[config.mk]
export PLATFORM = sky130hd
export DESIGN_NAME = hazard_tracker
export DESIGN_NICKNAME = d
export VERILOG_FILES = /design/src/rtl/hazard_tracker.sv
export SDC_FILE = /design/constraint.sdc
export NUM_CORES = 1
export LEC_CHECK = 0
export ABC_AREA = 1
export CAP_MARGIN = 20
export CORE_MARGIN = 3
export CORE_UTILIZATION = 49
export DETAILED_ROUTE_END_ITERATION = 7
export GPL_TIMING_DRIVEN = 0
export PLACE_DENSITY_LB_ADDON = 0.25
export SETUP_SLACK_MARGIN = 0.2
export SYNTH_ARGS = -nofsm -noshare
export SYNTH_HDL_FRONTEND = slang
export SYNTH_SLANG_ARGS = --single-unit
[constraint.sdc]
create_clock -name clk -period 2.43 [get_ports clk]
set_input_delay 0.243 -clock clk [delete_from_list [all_inputs] [get_ports clk]]
set_output_delay 0.243 -clock clk [all_outputs]
set_load 0.005 [all_outputs]
[src/rtl/hazard_tracker.sv]
// hazard_tracker: stall/forward controller for the MIPS pipeline.
// Keeps a shift register of in-flight destination records for every stage
// after D plus a multiply/divide busy counter, and tells D whether to stall
// and which stage forwards each source operand.
module hazard_tracker #(
  parameter int unsigned STAGES   = 3,
  parameter int unsigned AW       = 5,
  parameter int unsigned TW       = 2,
  parameter int unsigned MULT_CYC = 5,
  parameter int unsigned DIV_CYC  = 10,
  parameter int unsigned SW       = $clog2(STAGES + 1)
) (
  input  logic          clk,
  input  logic          reset,
  input  logic [AW-1:0] d_rs,
  input  logic [AW-1:0] d_rt,
  input  logic [TW-1:0] d_tuse_rs,
  input  logic [TW-1:0] d_tuse_rt,
  input  logic          d_wen,
  input  logic [AW-1:0] d_dst,
  input  logic [TW-1:0] d_tnew,
  input  logic [1:0]    d_md_start,
  input  logic          d_md_use,
  output logic          stall,
  output logic [SW-1:0] fwd_rs_sel,
  output logic [SW-1:0] fwd_rt_sel,
  output logic          md_busy
);

  localparam int unsigned MD_MAX = (DIV_CYC > MULT_CYC) ? DIV_CYC : MULT_CYC;
  localparam int unsigned MDW    = $clog2(MD_MAX + 1);

  // Record k (1 = E) lives at index k-1.
  logic [STAGES-1:0] wen_q;
  logic [AW-1:0]     dst_q  [STAGES];
  logic [TW-1:0]     tnew_q [STAGES];
  logic              md_flag_q;
  logic [MDW-1:0]    md_cnt_q;

  logic [AW-1:0] src    [2];
  logic [TW-1:0] tuse   [2];
  logic [1:0]    found;
  logic [SW-1:0] hit_k  [2];
  logic [TW-1:0] hit_t  [2];
  logic [1:0]    op_stall;
  logic [SW-1:0] op_sel [2];
  logic          md_stall;
  logic          md_start_mult;
  logic          md_start_div;

  // Youngest-match search per source operand, then stall/forward decision.
  always_comb begin
    src[0]  = d_rs;
    src[1]  = d_rt;
    tuse[0] = d_tuse_rs;
    tuse[1] = d_tuse_rt;
    for (int s = 0; s < 2; s++) begin
      found[s]  = 1'b0;
      hit_k[s]  = '0;
      hit_t[s]  = '0;
      // Scan oldest to youngest so the lowest-k match is the one left standing.
      for (int k = STAGES; k >= 1; k--) begin
        if (wen_q[k-1] && (dst_q[k-1] == src[s]) && (src[s] != '0)) begin
          found[s] = 1'b1;
          hit_k[s] = SW'(k);
          hit_t[s] = tnew_q[k-1];
        end
      end
      op_stall[s] = found[s] && !(&tuse[s]) && (hit_t[s] > tuse[s]);
      op_sel[s]   = (found[s] && (hit_t[s] == '0)) ? hit_k[s] : '0;
    end
  end

  // hi/lo access must wait for the md unit, including a start sitting in E.
  always_comb begin
    md_stall      = d_md_use && ((md_cnt_q != '0) || md_flag_q);
    stall         = (|op_stall) || md_stall;
    md_start_mult = !stall && (d_md_start == 2'b01);
    md_start_div  = !stall && (d_md_start == 2'b10);
  end

  assign fwd_rs_sel = op_sel[0];
  assign fwd_rt_sel = op_sel[1];
  assign md_busy    = (md_cnt_q != '0);

  // Advance records one stage per cycle and run the md busy counter.
  always_ff @(posedge clk) begin
    if (!reset) begin
      wen_q     <= '0;
      md_flag_q <= 1'b0;
      md_cnt_q  <= '0;
      for (int k = 0; k < STAGES; k++) begin
        dst_q[k]  <= '0;
        tnew_q[k] <= '0;
      end
    end else begin
      for (int k = STAGES - 1; k >= 1; k--) begin
        wen_q[k]  <= wen_q[k-1];
        dst_q[k]  <= dst_q[k-1];
        tnew_q[k] <= (tnew_q[k-1] == '0) ? '0 : tnew_q[k-1] - TW'(1);
      end
      if (stall) begin
        wen_q[0]  <= 1'b0;
        dst_q[0]  <= '0;
        tnew_q[0] <= '0;
      end else begin
        wen_q[0]  <= d_wen;
        dst_q[0]  <= d_dst;
        tnew_q[0] <= d_tnew;
      end
      md_flag_q <= md_start_mult || md_start_div;
      if (md_start_mult) begin
        md_cnt_q <= MDW'(MULT_CYC);
      end else if (md_start_div) begin
        md_cnt_q <= MDW'(DIV_CYC);
      end else if (md_cnt_q != '0) begin
        md_cnt_q <= md_cnt_q - MDW'(1);
      end
    end
  end

endmodule

==> results of run 1 <==
-- sequential cells by signal (all words and copies together), names as in the netlist --
| register | cells |
|---|---|
| dst_q | 15 |
| md_cnt_q | 4 |
| md_flag_q | 1 |
| tnew_q | 6 |
| wen_q | 3 |
-- per-stage QoR --
step | util, % | TNS [ns] | cells
6_report | 72.8 | -2.26 | 437
3_3_place_gp | 64.5 | -8.48 | 406
3_5_place_dp | 64.5 | -9.11 | 406
2_1_floorplan | - | 0 | 324
4_1_cts | 68.8 | -3.35 | 426
5_1_grt | 72.8 | -5.41 | 437
-- placed cells by master (no fill, tap or decap), drive strengths merged, types with 2 or more instances in the layout --
cell	synthesis	layout
nand2	99	99
inv	74	74
nor2	35	35
buf	0	28
edfxtp	21	21
conb	1	21
nand3	19	19
clkdlybuf4s50	0	17
a21oi	11	11
dlygate4sd2	0	10
dfxtp	8	8
clkbuf	1	8
ha	7	7
o21ai	6	6
nor3	5	5
xnor2	4	4
nand4	4	4
o211ai	2	2
a221oi	2	2
o22ai	2	2
-- layout make-up --
cell class / instances / area, µm² / area share [%]
clock inverter: 1 / 5.00 / 0.168
tap: 50 / 62.6 / 2.10
sequential: 29 / 791 / 26.6
timing repair buffer: 55 / 467 / 15.7
multi-input combinational: 220 / 1270 / 42.8
buffer: 1 / 3.75 / 0.126
clock buffer: 7 / 96.3 / 3.24
inverter: 74 / 278 / 9.34
-- power by group through the flow --
stage	Sequential, mW	Combinational [mW]	Clock, mW
6_report	0.652	0.560	0.439
5_1_grt	0.659	0.629	0.476
4_1_cts	0.649	0.522	0.449
3_5_place_dp	0.659	0.526	0
3_3_place_gp	0.657	0.507	0
2_1_floorplan	0.647	0.369	0
-- cells by family (layout without fill, tap and decap cells) --
family          after synthesis  in the layout  synth area share [%]
xor+xnor                      5              5                  2.06
other cells                   1             21                 0.176
flops                        29             29                  37.1
simple gates                162            162                  35.8
fa+ha+maj                     7              7                  4.11
mux                           1              1                 0.470
buf+inv                      75            138                  13.2
compound gates               24             24                  6.99
-- what timing repair did --
action / in CTS / in global routing
endpoints found under the setup margin: 18 / 18
buffers inserted: 12 / 11
resized for setup: 33 / 30
pin swaps: 15 / 20
-- worst register-to-register path, delay by kind of cell (launching register included) --
family	cells	cell delay, ns
buffers and inverters	5	0.35
adders and majority gates	1	0.26
DFF	1	0.42
and+or+nand+nor	14	1.11
AOI/OAI and AO/OA	2	0.24
-- per-layer routing --
| metal | part of all wire (%) | GRT usage [%] | up-vias |
|---|---|---|---|
| met5 | 0 | 0 | - |
| met4 | 1.1 | 7.52 | 0 |
| met1 | 44 | 23.2 | 909 |
| met3 | 5.1 | 4.99 | 5 |
| li1 | - | - | 1079 |
| met2 | 50 | 34.0 | 44 |
-- worst max path at each step --
stage,start,endpoint,slack (ns)
after CTS,dst_q[0][8]$_SDFFCE_PN0P_,stall,-0.33
after floorplan,dst_q[0][8]$_SDFFCE_PN0P_,dst_q[0][0]$_SDFFCE_PN0P_,0.14
after detailed placement,d_rt[3],stall,-0.87
final,dst_q[0][8]$_SDFFCE_PN0P_,stall,-0.22
after global placement,d_rt[3],stall,-0.84
after global routing,dst_q[0][8]$_SDFFCE_PN0P_,stall,-0.42
==> impl_metrics.py, run 1 <==
metrics = {
    "synthesis": {
        "yosys-top-cells-area": "edfxtp_1 (30%), nand2_1 (16%), inv_1 (11%)",
        "ys_seq_area_share_pct": 37.1,
        "yosysWarnings": 0,
        "synth_top_area_cell": "edfxtp_1",
        "synthArstFlopShare_pct": 0,
        "synth_area_um2": 2130,
        "synth_common_cells": "nand2_1 (88), inv_1 (61), edfxtp_1 (21)",
        "synth_cell_types": 28,
        "synth_top_area_share_pct": 29.6,
        "synth_most_common_cell": "nand2_1",
        "syn_inst": 304,
        "syn_area_per_cell_um2": 7.01,
        "synth-edff-count": 21,
        "yosys_register_bits": 29,
        "ys.flop_type": "edfxtp_1",
    },
    "min_path": {
        "hold_end": "wen_q[2]$_SDFF_PN0_",
        "worstHoldStart": "wen_q[1]$_SDFF_PN0_",
        "holdPathStages": 2,
        "hold_path_class": "register to register",
    },
    "critical_path": {
        "crit_required_ns": 2.19,
        "cp.arrival_ns": 2.41,
        "r2r_slack_ns": -0.19,
        "rr_worst_depth": 22,
        "slowest_stage": "edfxtp_1",
        "r2r_end": "dst_q[0][2]$_SDFFCE_PN0P_",
        "path_delay_family": "simple AND/OR/NAND/NOR gates",
        "criticalPathCategory": "register to primary output",
        "crit_cells": 17,
        "max_stage_delay_ns": 0.42,
        "cp_num_buf_inv": 4,
        "path_max_fanout": 4,
        "end_kind": "primary output",
        "r2r-start": "dst_q[0][8]$_SDFFCE_PN0P_",
        "crit_chain": "inv_2 -> a21oi_2 -> nand3_1 -> nor2_2 -> nand2_2 -> nand2_2 -> inv_2 -> nand2_1 -> nand3_2 -> o21ai_2 -> inv_2 -> ha_4 -> a21oi_2 -> a221oi_2 -> nand2_2 -> nand3_2 -> buf_2",
        "start_kind": "register",
    },
    "final_layout": {
        "drive_above_1_share_pct": 28.9,
        "layout.nets": 420,
        "fillers": 310,
        "design_area_um2": 2980,
        "area_growth_pct": 39.7,
        "diodes": 0,
    },
    "placed_design": {
        "placed_cell_area_um2": 2630,
        "gp_congestion": 0.864,
        "dp_hpwl_um": 3630,
        "numPortBuffers": 32,
        "pre_cts_ws_ns": -0.873,
    },
    "timing": {
        "min_period_ns": 2.65,
        "hold_ws_ns": 0.432,
        "worst_slack_ns": -0.222,
        "hold_viol": 0,
        "fin_crit_sh_pct": 109,
        "fmax_ghz": 0.377,
        "rsz0062_at_grt": "true",
        "finClkSkew_ns": 0.00594,
        "slew_violations": 0,
        "setup_viol_count_final": 14,
    },
    "clock_network": {
        "hold_buffers": 0,
        "clock-root-buffer": "clkbuf_8",
        "clock_latency_ns": 0.28,
        "cts_buffer_depth": 2,
        "h-tree-depth": 2,
        "clk_pin_slew_ns": 0.06,
        "cts_tree": "done",
        "cts.sinks": 29,
        "cts-buffers-inserted": 5,
    },
    "floorplan": {
        "coreArea_um2": 4090,
        "dieWidth_um": 71.9,
        "num_io_pins": 33,
        "rows": 23,
        "dieArea_um2": 5170,
        "start_util_pct": 52.1,
        "fp.dieH_um": 71.9,
    },
    "run": {
        "drv_cap": 0,
    },
    "pwr": {
        "sw_frac_of_total_pct": 33.0,
        "power.density_nw_per_um2": 555,
        "pwr-share-seq_pct": 39.5,
        "power_mw": 1.65,
        "leakage_nw": 1.57,
        "clockPowerShare_pct": 26.6,
        "switchingPower_mw": 0.545,
        "irDropWorstVdd_uv": 519,
        "combPwrFrac_pct": 33.9,
        "power.internal_mw": 1.11,
    },
    "route": {
        "drtAntennaViolNets": 0,
        "drt-wirelength-per-cell_um": 11.1,
        "vias": 2037,
        "drcViolationCount": 0,
        "drt_first_pass_iters": 4,
        "post_drt_via_cell_ratio": 4.66,
        "drt-initial-drc-count": 136,
        "drt-total-wl_um": 4860,
    },
    "global_route": {
        "grt_overflow": 0,
        "grt_use_total_pct": 19.6,
        "grt_max_degree": 11,
        "antenna_found_initial": 0,
        "grt_pass1_wl_um": 7910,
        "grt_pass1_vias": 1960,
    },
    "run_status": {
        "violations": "setup timing",
        "status": "finished, violations left",
    },
}
Note: power is estimated with default switching activity, not from simulation.
==> run 2: changes to the inputs <==
--- a/config.mk
+++ b/config.mk
@@ -6,6 +6,7 @@
 export NUM_CORES = 1
 export LEC_CHECK = 0
 export ABC_AREA = 1
+export ABC_CLOCK_PERIOD_IN_PS = 2430
 export CAP_MARGIN = 20
 export CORE_MARGIN = 3
 export CORE_UTILIZATION = 49
==> results of run 2 <==
Final layout, timing and power as in run 1 (identical DEF).
==> run 3: changes to the inputs <==
--- a/config.mk
+++ b/config.mk
@@ -10,6 +10,7 @@
 export CAP_MARGIN = 20
 export CORE_MARGIN = 3
 export CORE_UTILIZATION = 49
+export CTS_CLUSTER_DIAMETER = 40
 export DETAILED_ROUTE_END_ITERATION = 7
 export GPL_TIMING_DRIVEN = 0
 export PLACE_DENSITY_LB_ADDON = 0.25
==> results of run 3 <==
Final layout, timing and power as in run 1 (identical DEF).
